[config.mk]
export PLATFORM = sky130hd
export DESIGN_NAME = press_classifier
export DESIGN_NICKNAME = d
export VERILOG_FILES = /design/src/rtl/press_pkg.sv /design/src/rtl/press_channel.sv /design/src/rtl/press_classifier.sv
export SDC_FILE = /design/constraint.sdc
export NUM_CORES = 1
export LEC_CHECK = 0
export CAP_MARGIN = 0
export CORE_UTILIZATION = 45
export CTS_BUF_LIST = sky130_fd_sc_hd__clkbuf_16
export DETAILED_ROUTE_END_ITERATION = 16
export HOLD_SLACK_MARGIN = 0.05
export PLACE_DENSITY = 0.72
export RECOVER_POWER = 100
export SYNTH_ARGS = -nofsm -noshare
export SYNTH_HDL_FRONTEND = slang
export SYNTH_HIERARCHICAL = 1
export SYNTH_SLANG_ARGS = --single-unit
[constraint.sdc]
create_clock -name clock -period 1.74 [get_ports clock]
set_input_delay 0.174 -clock clock [delete_from_list [all_inputs] [get_ports clock]]
set_output_delay 0.174 -clock clock [all_outputs]
set_load 0.01 [all_outputs]
[src/rtl/press_pkg.sv]
// Shared types and sizing helpers for the press classifier.
// Holds the per-channel FSM state encoding and the hold-counter width function.
package press_pkg;

    typedef enum logic [1:0] {
        IDLE      = 2'd0,
        PRESSED   = 2'd1,
        LONG_HELD = 2'd2
    } press_state_t;

    // Hold counter must reach whichever of the long and repeat thresholds is larger
    function automatic int cnt_width(input int long_cycles, input int repeat_cycles);
        int max_c;
        max_c = (long_cycles > repeat_cycles) ? long_cycles : repeat_cycles;
        return $clog2(max_c + 1);
    endfunction

endpackage

[src/rtl/press_channel.sv]
// One button channel: 2-flop synchronizer, debounce filter and press classifier FSM.
// All pulse outputs and the debounced level are registered.
module press_channel
    import press_pkg::*;
#(
    parameter int DEB_CYCLES    = 8,
    parameter int LONG_CYCLES   = 16,
    parameter int REPEAT_CYCLES = 8
) (
    input  logic clock,
    input  logic reset,
    input  logic btn,
    input  logic repeat_en,
    output logic short_p,
    output logic long_p,
    output logic repeat_p,
    output logic held
);

    localparam int DW = $clog2(DEB_CYCLES + 1);
    localparam int CW = cnt_width(LONG_CYCLES, REPEAT_CYCLES);
    localparam logic [DW-1:0] DEB_LAST = DW'(DEB_CYCLES - 1);
    // The IDLE cycle that sees the rising edge is already the first high cycle
    localparam logic [CW-1:0] LONG_LAST = CW'(LONG_CYCLES - 2);
    localparam logic [CW-1:0] REP_LAST  = CW'((REPEAT_CYCLES > 0) ? REPEAT_CYCLES - 1 : 0);
    localparam bit REP_ON = (REPEAT_CYCLES > 0);

    logic          sync1_r;
    logic          sync2_r;
    logic [DW-1:0] deb_cnt_r;
    logic          held_r;
    press_state_t  state_r;
    logic [CW-1:0] hold_cnt_r;
    logic          short_r;
    logic          long_r;
    logic          repeat_r;

    // Two-flop synchronizer for the asynchronous button level
    always_ff @(posedge clock or posedge reset) begin
        if (reset) begin
            sync1_r <= 1'b0;
            sync2_r <= 1'b0;
        end else begin
            sync1_r <= btn;
            sync2_r <= sync1_r;
        end
    end

    // Debounce: accept a level change only after DEB_CYCLES consecutive differing cycles
    always_ff @(posedge clock or posedge reset) begin
        if (reset) begin
            deb_cnt_r <= '0;
            held_r    <= 1'b0;
        end else if (sync2_r != held_r) begin
            if (deb_cnt_r == DEB_LAST) begin
                held_r    <= ~held_r;
                deb_cnt_r <= '0;
            end else begin
                deb_cnt_r <= deb_cnt_r + DW'(1);
            end
        end else begin
            deb_cnt_r <= '0;
        end
    end

    // Press classification FSM with registered one-cycle pulses
    always_ff @(posedge clock or posedge reset) begin
        if (reset) begin
            state_r    <= IDLE;
            hold_cnt_r <= '0;
            short_r    <= 1'b0;
            long_r     <= 1'b0;
            repeat_r   <= 1'b0;
        end else begin
            short_r  <= 1'b0;
            long_r   <= 1'b0;
            repeat_r <= 1'b0;
            case (state_r)
                IDLE: begin
                    hold_cnt_r <= '0;
                    if (held_r) begin
                        state_r <= PRESSED;
                    end else begin
                        state_r <= IDLE;
                    end
                end
                PRESSED: begin
                    if (!held_r) begin
                        short_r    <= 1'b1;
                        state_r    <= IDLE;
                        hold_cnt_r <= '0;
                    end else if (hold_cnt_r == LONG_LAST) begin
                        long_r     <= 1'b1;
                        state_r    <= LONG_HELD;
                        hold_cnt_r <= '0;
                    end else begin
                        hold_cnt_r <= hold_cnt_r + CW'(1);
                    end
                end
                LONG_HELD: begin
                    if (!held_r) begin
                        state_r    <= IDLE;
                        hold_cnt_r <= '0;
                    end else if (REP_ON && repeat_en) begin
                        if (hold_cnt_r == REP_LAST) begin
                            repeat_r   <= 1'b1;
                            hold_cnt_r <= '0;
                        end else begin
                            hold_cnt_r <= hold_cnt_r + CW'(1);
                        end
                    end else begin
                        hold_cnt_r <= '0;
                    end
                end
                default: begin
                    state_r    <= IDLE;
                    hold_cnt_r <= '0;
                end
            endcase
        end
    end

    assign short_p  = short_r;
    assign long_p   = long_r;
    assign repeat_p = repeat_r;
    assign held     = held_r;

endmodule

[src/rtl/press_classifier.sv]
// Multi-channel button press classifier: short, long and auto-repeat pulses.
// Channels are fully independent and share only clock and reset.
module press_classifier
    import press_pkg::*;
#(
    parameter int N_CH          = 3,
    parameter int DEB_CYCLES    = 8,
    parameter int LONG_CYCLES   = 16,
    parameter int REPEAT_CYCLES = 8
) (
    input  logic            clock,
    input  logic            reset,
    input  logic [N_CH-1:0] btn,
    input  logic [N_CH-1:0] repeat_en,
    output logic [N_CH-1:0] short_p,
    output logic [N_CH-1:0] long_p,
    output logic [N_CH-1:0] repeat_p,
    output logic [N_CH-1:0] held
);

    if (N_CH < 1 || N_CH > 16) begin : g_bad_n_ch
        $error("press_classifier: N_CH must be in 1..16");
    end
    if (DEB_CYCLES < 1) begin : g_bad_deb
        $error("press_classifier: DEB_CYCLES must be at least 1");
    end
    if (LONG_CYCLES < 2) begin : g_bad_long
        $error("press_classifier: LONG_CYCLES must be at least 2");
    end
    if (REPEAT_CYCLES < 0) begin : g_bad_rep
        $error("press_classifier: REPEAT_CYCLES must not be negative");
    end

    for (genvar i = 0; i < N_CH; i++) begin : g_ch
        press_channel #(
            .DEB_CYCLES    (DEB_CYCLES),
            .LONG_CYCLES   (LONG_CYCLES),
            .REPEAT_CYCLES (REPEAT_CYCLES)
        ) u_channel (
            .clock     (clock),
            .reset     (reset),
            .btn       (btn[i]),
            .repeat_en (repeat_en[i]),
            .short_p   (short_p[i]),
            .long_p    (long_p[i]),
            .repeat_p  (repeat_p[i]),
            .held      (held[i])
        );
    end

endmodule
Word-level counts from Yosys, hierarchy flattened
Index checks and enable logic that the tools add are counted.

cells by class
  eq/ne operators = 24
  reduce and logical (&&, ||, !) cells = 9
  add/sub/neg operators = 6
  bitwise gates (word level) = 3
  mux-type cells = 66

operators with widths
  operator                                                                number
  5-bit two-way mux                                                       15
  1-bit two-way mux                                                       30
  5-bit case mux with 2 select lines                                      3
  4-bit two-way mux                                                       6
  2-bit two-way mux                                                       9
  2-bit case mux with 3 select lines                                      3
  5-bit by 1-bit adder with 5-bit output (second input constant)          3
  5-bit by 3-bit equality test with 1-bit output (second input constant)  3
  5-bit by 4-bit equality test with 1-bit output (second input constant)  3
  4-bit by 1-bit adder with 4-bit output (second input constant)          3
  4-bit by 3-bit equality test with 1-bit output (second input constant)  3
  2-bit AND reduction                                                     6
  3-bit inequality test (second input constant)                           3
  2-bit by 1-bit equality test with 1-bit output (second input constant)  3
  2-bit equality test (second input constant)                             3
  2-bit logical NOT                                                       3
  2-bit inequality test (second input constant)                           3
  1-bit inequality test                                                   3
  1-bit inverter                                                          3

word-level totals
  register bits = 51
  output and inout port bits = 12
  word-level logic and storage cells = 135
  bits of input ports = 8

Longest topological paths before layout
Gate-level depths: netlist (run 1).

  word-level depth = 5
  gate-level depth with buffers = 5
  mapped depth without buffers = 5

Cells and area by module
Netlist (run 1), hierarchy kept.

by module, submodules not included
  module                                 cells each  sequential area each (um^2)  area each (um^2)  times used
  press_channel (g_ch[0].u_channel ...)  68          425.4                        807.0             2
  press_channel (g_ch[2].u_channel)      67          425.4                        804.5             1

Worst setup path before layout (run 1)
Ideal clock, no wire load.

  path type = register to register
  start point = register g_ch[2].u_channel.state_r[0]
  end point = register g_ch[2].u_channel.hold_cnt_r[2]
  setup time = 125 ps
  clock period less this slack = 1266 ps
  required time = 1615 ps
  buffers on the path = 0
  setup slack = 474 ps
  cell stages (with the launch flop) = 6
  data arrival time = 1141 ps
  cells stage by stage = dfrtp_1 -> inv_1 -> ha_1 -> and3_1 -> a22oi_1 -> nor2_1

between the ends
  cells in the longest elaborated chain, start to end = 2
  elaborated cells on any way between the ends = 3
  classes of those cells = 2 x eq/ne; 1 x mux

ends and longest elaborated chain
  element                                                                                line                  source
  start, declared                                                                        press_channel.sv:32   press_state_t state_r;
  start signal, assigned                                                                 press_channel.sv:69   state_r <= IDLE;
  start signal, assigned                                                                 press_channel.sv:82   state_r <= PRESSED;
  start signal, assigned                                                                 press_channel.sv:84   state_r <= IDLE;
  2-bit equality test or 2-bit by 1-bit equality test with 1-bit output (tied branches)  press_channel.sv:78   case (state_r)
  5-bit case mux with 2 select lines *                                                   press_channel.sv:78
  end signal, assigned                                                                   press_channel.sv:97   hold_cnt_r <= hold_cnt_r + CW'(1);
  end signal, assigned                                                                   press_channel.sv:109  hold_cnt_r <= hold_cnt_r + CW'(1);
  end, declared                                                                          press_channel.sv:33   logic [CW-1:0] hold_cnt_r;

Every way passes the cells marked *; elsewhere a longest branch is shown, timed or not.
A chain may end at the register's enable or synchronous reset.

Worst setup path after layout (run 1)
  start point = register g_ch[1].u_channel.held_r
  end point = output port held[1]

RTL lines
  element                 line                    source
  start, declared         press_channel.sv:31     logic held_r;
  start signal, assigned  press_channel.sv:56     held_r <= ~held_r;
  end, declared           press_classifier.sv:18  output logic [N_CH-1:0] held

No word-level cell between the ends.

==> metrics.md, run 1 <==
| Metric | Value |
|---|---|
| Pin count of the biggest net entering global routing | `18` |
| Reg area | `roughly 0.0013 mm²` |
| Root Buffer | `clkbuf_16` |
| Finished Layout Cells | `303` |
| Cell taking the most area after synthesis | `dfrtp_1` |
| Worst path max stage delay | `just over 600 ps` |
| Via count | `around 1500` |
| Clk_skew | `between 3 and 4 ps` |
| Synth-to-layout area growth | `14.80%` |
| Number of global-route vias before repair | `1518` |
| Row count | `26` |
| Final worst path period share | `a little over nine tenths` |
| FFs w/ async S/R, synth | `between 90% and 100%` |
| Cells on worst reg2reg path | `5` |
| DRC errors left | `0` |
| WP depth | `1` |
| RSZ-0062 raised after global routing | `no` |
| Clock tree buffer depth | `2` |
| Drt wl/cell | `approximately 12 µm` |
| Die H | `between 70 and 80 µm` |
| Worst-Skew Late Latency | `roughly 280 ps` |
| Leading cell type in the layout, fill and taps excluded | `dfrtp_1` |
| Status | `finished, final reports clean` |
| Cts hold-fix bufs | `0` |
| Worst-path fanout max | `14` |
| DP Wirelength | `approximately 2700 µm` |
| Setup bufs post-CTS | `0` |
| Crit path cell chain | `clkdlybuf4s50_1` |
| Global-route wire length before repair | `roughly 6500 µm` |
| CTS buffer count | `5` |
| H-tree level count | `2` |
| CP startpoint kind | `flip-flop` |
| ANT cells | `0` |
| I/O pin count | `20` |
| Syn_nets | `229` |
| WP buf/inv | `1` |
| Min-delay worst type | `flip-flop to flip-flop` |
| Die Wd | `roughly 75 µm` |
| Total grt overflow | `0` |
| Slew @ Worst Pin | `approximately 950 ps` |
| Post-Place Cells | `between 200 and 300` |
| Worst endpoint data arrival time | `1480 ps` |
| Synth area leaders | `dfrtp_1 53%, ha_1 9.3%, nor3b_1 3.4%, nand4b_4 2.9%, nor2_1 2.9%` |
| Multi-input logic area | `about 0.001 mm²` |
| Critical path class | `flip-flop to output pin` |
| Distinct cells, synth | `27` |
| Max Slew Vio Count | `0` |
| Pre-CTS WS | `338.6 ps` |
| Total core area | `just over 0.005 mm²` |
| Sequential element share of the synthesized area | `52.77%` |
| Routed WL | `3771 µm` |
| Layout cells sized above 1 | `around 3.9%` |
| Clock slew at reported path FFs | `approximately 60 ps` |
| Worst Slack Setup Final | `approximately 85 ps` |
| CTS tree | `built` |
| Post-synthesis instance area | `about 0.0024 mm²` |
| Pre-Repair DR Iteration Count | `4` |
| Relative max-transition margin | `36.84%` |
| Fillcell total | `about 470` |
| PortBufs | `19` |
| Hold depth | `0` |
| Initial antenna violation count | `0` |
| # Max-Cap Violations | `0` |
| CP max-delay cell | `clkdlybuf4s50_1` |
| Flops & latches, synth | `51` |
| Warnings from Yosys | `6` |
| Commonest register cell after synthesis | `dfrtp_1` |
| Crit. End Element | `output pin` |
| Post-CTS resize count | `0` |
| Fin crit period | `around 1700 ps` |
| Peak supply drop | `between 0.6 and 0.7 mV` |
| Vias per cell | `5.096` |
| Gp weighted congestion | `around 0.73` |
| # nets final | `~260` |
| PwrDens | `roughly 1200 mW/mm²` |
| CP top delay family | `buffers and inverters` |
| Total track usage | `approximately 15%` |
| Final setup vio count | `0` |
| Hold Violations, Final | `0` |
| Setup total negative slack | `0 ps` |
| Lkg Pwr | `0.001306 µW` |
| Clock tree sinks | `51` |
| Detailed router's first-iteration violation count | `70` |
| EDFF count, synth | `0` |
| Yosys top cell area share | `between 50% and 60%` |
| Most frequent cells in the layout | `51 x dfrtp_1, 19 x nor2_1, 18 x ha_1, 15 x dlygate4sd3_1` |
| Req. time, crit path | `1570 ps` |
| Syn Area/Cell | `11.91 µm²` |
| Cell count after synthesis | `approximately 200` |
| Dpl cell area | `approximately 0.0027 mm²` |
| Initial Util | `between 40% and 50%` |
| Max Clock Freq | `604.1 MHz` |
| Antenna viol nets, final | `0` |
| Power Total | `approximately 3200 µW` |
| Final Cell Area | `0.002776 mm²` |
| Die area | `~0.0057 mm²` |
[metrics by stage]
| stage | util (%) | hold slack [ps] |
|---|---|---|
| final | 54.02 | 347.4 |
| after global routing | 54.02 | 368.8 |
| after floorplan | - | 100.1 |
| after detailed placement | 53.04 | 335.5 |
| after global placement | 53.04 | 332.7 |
| after CTS | 55.70 | 274.0 |
[area by class of cell]
type / instances / share of cell area, %
clock buffer: 5 / 4.507
tap: 70 / 3.155
clock inverter: 3 / 0.4056
inverter: 12 / 1.622
multi-input combinational: 137 / 36.55
timing repair buffer: 25 / 7.796
sequential: 51 / 45.97
[flip-flops by register name, indices dropped and copies added, names as in the netlist]
signal,flops
g_ch.u_channel/held,3
g_ch.u_channel/hold_cnt_r,15
g_ch.u_channel/repeat_p,3
g_ch.u_channel/long_p,3
g_ch.u_channel/sync1_r,3
g_ch.u_channel/sync2_r,3
g_ch.u_channel/deb_cnt_r,12
g_ch.u_channel/state_r,6
g_ch.u_channel/short_p,3
[final timing paths]
| check | slack [ps] | startpoint | endpoint |
|---|---|---|---|
| max | 80 | g_ch[1].u_channel/held | held[1] |
| min | 350 | g_ch[1].u_channel/sync1_r | g_ch[1].u_channel/sync2_r |
| max reg2reg | 180 | g_ch[0].u_channel/hold_cnt_r[0] | g_ch[0].u_channel/hold_cnt_r[4] |
| min reg2reg | 350 | g_ch[1].u_channel/sync1_r | g_ch[1].u_channel/sync2_r |
| max in group asynchronous | 490 | reset | g_ch[1].u_channel/repeat_p |
| min in group asynchronous | 490 | reset | g_ch[2].u_channel/held |
[per-layer routing]
| layer | track usage [%] | up-vias | routed length [µm] |
|---|---|---|---|
| met1 | 18.89 | 748 | 1820 |
| met5 | 0 | - | 0 |
| met2 | 26.59 | 24 | 1804 |
| li1 | - | 770 | - |
| met4 | 4.938 | 0 | 29 |
| met3 | 3.571 | 2 | 117 |
[report_power, final]
| group | internal (µW) | switching (µW) |
|---|---|---|
| sequential | 1360 | 163 |
| clock | 517 | 381 |
| combinational | 404 | 391 |
| total | 2280 | 936 |
[synthesized netlist by cell type, types with 4 or more instances]
library cell  instances
and3_1                4
dfrtp_1              51
ha_1                 18
inv_1                12
nand2_1               8
nand3_1              13
nor2_1               19
nor2b_1               7
nor3b_1              11
xnor2_1               7
xor2_1                8
[kinds of logic (layout without fill, tap and decap cells)]
kind of cell	count (synthesis)	after routing	synth area share, %
buf+inv	15	45	2.483
xor+xnor	15	15	5.432
flops	51	51	52.77
simple gates	80	80	21.06
compound gates	18	18	6.312
fa+ha+maj	18	18	9.312
mux	6	6	2.638
No activity file was read; power rests on OpenSTA's default activity.
==> run 2, diff against run 1 <==
--- a/config.mk
+++ b/config.mk
@@ -6,11 +6,11 @@
 export NUM_CORES = 1
 export LEC_CHECK = 0
 export CAP_MARGIN = 0
-export CORE_UTILIZATION = 45
+export CORE_UTILIZATION = 55
 export CTS_BUF_LIST = sky130_fd_sc_hd__clkbuf_16
 export DETAILED_ROUTE_END_ITERATION = 16
 export HOLD_SLACK_MARGIN = 0.05
-export PLACE_DENSITY = 0.72
+export PLACE_DENSITY = 0.84
 export RECOVER_POWER = 100
 export SYNTH_ARGS = -nofsm -noshare
 export SYNTH_HDL_FRONTEND = slang
==> run 2 against run 1 <==
First-iteration DRC count grew 47%. Core utilization grew 13 points. Sequential power grew 3%. Count of clock-buffer cells in the layout is the same. Via count shrank 0.52%. Global-route usage grew 4.3 points. Flip-flop and latch count is the same. Critical path depth is the same.
==> metrics.md, run 2 (same netlist as run 1, synthesis figures left out) <==
| Metric | Value |
|---|---|
| CP top delay family | `buffers and inverters (unchanged)` |
| Worst reg2reg endpoint | `g_ch[1].u_channel/hold_cnt_r[3] (was g_ch[0].u_channel/hold_cnt_r[4])` |
| Number of flip-flops in the largest register | `15 (unchanged)` |
| Status | `finished, final reports clean (unchanged)` |
| Vias per cell | `5.486 (was 5.096)` |
| Global-route wire length before repair | `6492 µm (was 6458 µm)` |
| CP startpoint kind | `flip-flop (unchanged)` |
| Crit path cell chain | `clkdlybuf4s50_1 (unchanged)` |
| Largest regs | `g_ch.u_channel/hold_cnt_r x15, g_ch.u_channel/deb_cnt_r x12, g_ch.u_channel/state_r x6 (unchanged)` |
| Worst-path fanout max | `13 (was 14)` |
| Peak supply drop | `0.7508 mV (was 0.6398 mV)` |
| Cells on worst reg2reg path | `5 (unchanged)` |
| Max Slew Vio Count | `0 (unchanged)` |
| Die Wd | `68.31 µm (was 75.31 µm)` |
| Total grt overflow | `0 (unchanged)` |
| RR Startpoint | `g_ch[1].u_channel/hold_cnt_r[0] (was g_ch[0].u_channel/hold_cnt_r[0])` |
| Row count | `23 (was 26)` |
| RSZ-0062 raised after global routing | `no (unchanged)` |
| PortBufs | `19 (unchanged)` |
| Layout cells sized above 1 | `5.217% (was 3.863%)` |
| Lkg Pwr | `0.001305 µW (was 0.001306 µW)` |
| Synth-to-layout area growth | `14.64% (was 14.80%)` |
| FF-to-FF setup slack | `190 ps (was 180 ps)` |
| Leading cell type in the layout, fill and taps excluded | `dfrtp_1 (unchanged)` |
| Hold Violations, Final | `0 (unchanged)` |
| Crit. End Element | `output pin (unchanged)` |
| Relative max-transition margin | `41.39% (was 36.84%)` |
| WHS | `249.9 ps (was 347.4 ps)` |
| Clock tree buffer depth | `2 (unchanged)` |
| Total track usage | `19.62% (was 15.29%)` |
| Worst setup path endpoint | `held[2] (was held[1])` |
| Worst endpoint data arrival time | `1460 ps (was 1480 ps)` |
| Total core area | `0.004115 mm² (was 0.005140 mm²)` |
| Final worst path period share | `93.84% (was 95.14%)` |
| DRC errors left | `0 (unchanged)` |
| Routed WL | `3969 µm (was 3771 µm)` |
| Min-delay worst type | `primary input to asynchronous set/reset pin (was flip-flop to flip-flop)` |
| Worst-Skew Late Latency | `280 ps (about the same)` |
| WP depth | `1 (unchanged)` |
| Clk_skew | `4.793 ps (was 3.655 ps)` |
| Drt wl/cell | `14.18 µm (was 12.45 µm)` |
| Biggest register | `g_ch.u_channel/hold_cnt_r (unchanged)` |
| Crit path from | `g_ch[2].u_channel/held (was g_ch[1].u_channel/held)` |
| Root Buffer | `clkbuf_16 (unchanged)` |
| Most frequent cells in the layout | `50 x dfrtp_1, 19 x nor2_1, 18 x ha_1, 14 x dlygate4sd3_1, 13 x nand3_1 (was 51 x dfrtp_1, 19 x nor2_1, 18 x ha_1, 15 x dlygate4sd3_1)` |
| Pin count of the biggest net entering global routing | `18 (unchanged)` |
| Gp weighted congestion | `0.7426 (was 0.7268)` |
| H-tree level count | `2 (unchanged)` |
| PwrDens | `1223 mW/mm² (was 1159 mW/mm²)` |
| I/O pin count | `20 (unchanged)` |
| WP buf/inv | `1 (unchanged)` |
| Clock slew at reported path FFs | `60 ps (about the same)` |
| Die H | `68.31 µm (was 75.31 µm)` |
| Cts hold-fix bufs | `0 (unchanged)` |
| Slew @ Worst Pin | `879.1 ps (was 947.3 ps)` |
| Clock tree sinks | `51 (unchanged)` |
| ANT cells | `0 (unchanged)` |
| Die area | `0.004666 mm² (was 0.005672 mm²)` |
| CP max-delay cell | `clkdlybuf4s50_1 (unchanged)` |
| CTS tree | `built (unchanged)` |
| Pre-Repair DR Iteration Count | `5 (was 4)` |
| Setup total negative slack | `0 ps (unchanged)` |
| Final setup vio count | `0 (unchanged)` |
| # nets final | `255 (was 258)` |
| Antenna viol nets, final | `0 (unchanged)` |
| Req. time, crit path | `1570 ps (about the same)` |
| Worst path max stage delay | `610 ps (was 620 ps)` |
| Max Clock Freq | `612.5 MHz (was 604.1 MHz)` |
| Initial antenna violation count | `0 (unchanged)` |
| Fin crit period | `1633 ps (was 1655 ps)` |
| Number of global-route vias before repair | `1463 (was 1518)` |
| # Max-Cap Violations | `0 (unchanged)` |
| Critical path class | `flip-flop to output pin (unchanged)` |
| DP Wirelength | `2754 µm (was 2691 µm)` |
| Initial Util | `58.77% (was 47.05%)` |
| Detailed router's first-iteration violation count | `103 (was 70)` |
| Via count | `1536 (was 1544)` |
| CTS buffer count | `5 (unchanged)` |
## run 2: area by class of cell
cell class	instances	area, µm²
Multi-Input combinational cell	137	1022
Sequential cell	51	1277
Fill cell	302	1343
Timing Repair Buffer	22	201.4
Clock buffer	5	125.1
Tap cell	50	62.56
Clock inverter	3	38.79
Inverter	12	45.04
## run 2: timing repair
item                                    4_1_cts  5_1_grt
setup buffers                                 0        0
resized for setup                             0        1
endpoints found under the setup margin        0        1
## run 2: how the worst min path moves through the flow
| stage | to | slack [ps] | cells past startpoint |
|---|---|---|---|
| floorplan | g_ch[0].u_channel/deb_cnt_r[0] | 100 | 1 |
| global placement | g_ch[0].u_channel/sync2_r | 330 | 0 |
| detailed placement | g_ch[1].u_channel/sync2_r | 330 | 0 |
| CTS | g_ch[1].u_channel/sync1_r | 120 | 2 |
| global route | g_ch[1].u_channel/sync1_r | 250 | 2 |
| finish | g_ch[1].u_channel/sync1_r | 250 | 2 |
## run 2: metrics by stage
step	area (µm²)	total power [µW]	instances	util, %	setup WS [ps]
2_1_floorplan	2419	2104	203	-	473.8
3_3_place_gp	2679	2338	272	65.10	358.9
3_5_place_dp	2679	2370	272	65.10	327.8
4_1_cts	2843	3451	280	69.08	67.75
5_1_grt	2773	3588	280	67.38	37.73
6_report	2773	3390	280	67.38	107.3
## run 2: report_power, final
group | internal (µW) | switching (µW) | leakage, µW
logic | 396 | 362 | 0.000537
clock network | 670 | 391 | 0.0000812
registers | 1360 | 208 | 0.000687
total | 2430 | 962 | 0.00131
## run 2: layer usage
metal	track usage (%)	wire [µm]	part of all wire [%]
met4	8.854	56	1.4
met2	32.97	1985	50
met3	5.667	139	3.5
met1	23.04	1788	45
met5	0	0	0
==> run 3, diff against run 2 <==
--- a/config.mk
+++ b/config.mk
@@ -5,7 +5,7 @@
 export SDC_FILE = /design/constraint.sdc
 export NUM_CORES = 1
 export LEC_CHECK = 0
-export CAP_MARGIN = 0
+export CAP_MARGIN = 5
 export CORE_UTILIZATION = 55
 export CTS_BUF_LIST = sky130_fd_sc_hd__clkbuf_16
 export DETAILED_ROUTE_END_ITERATION = 16
==> results of run 3 <==
No change in the layout: final DEF, timing and power equal those of run 2.
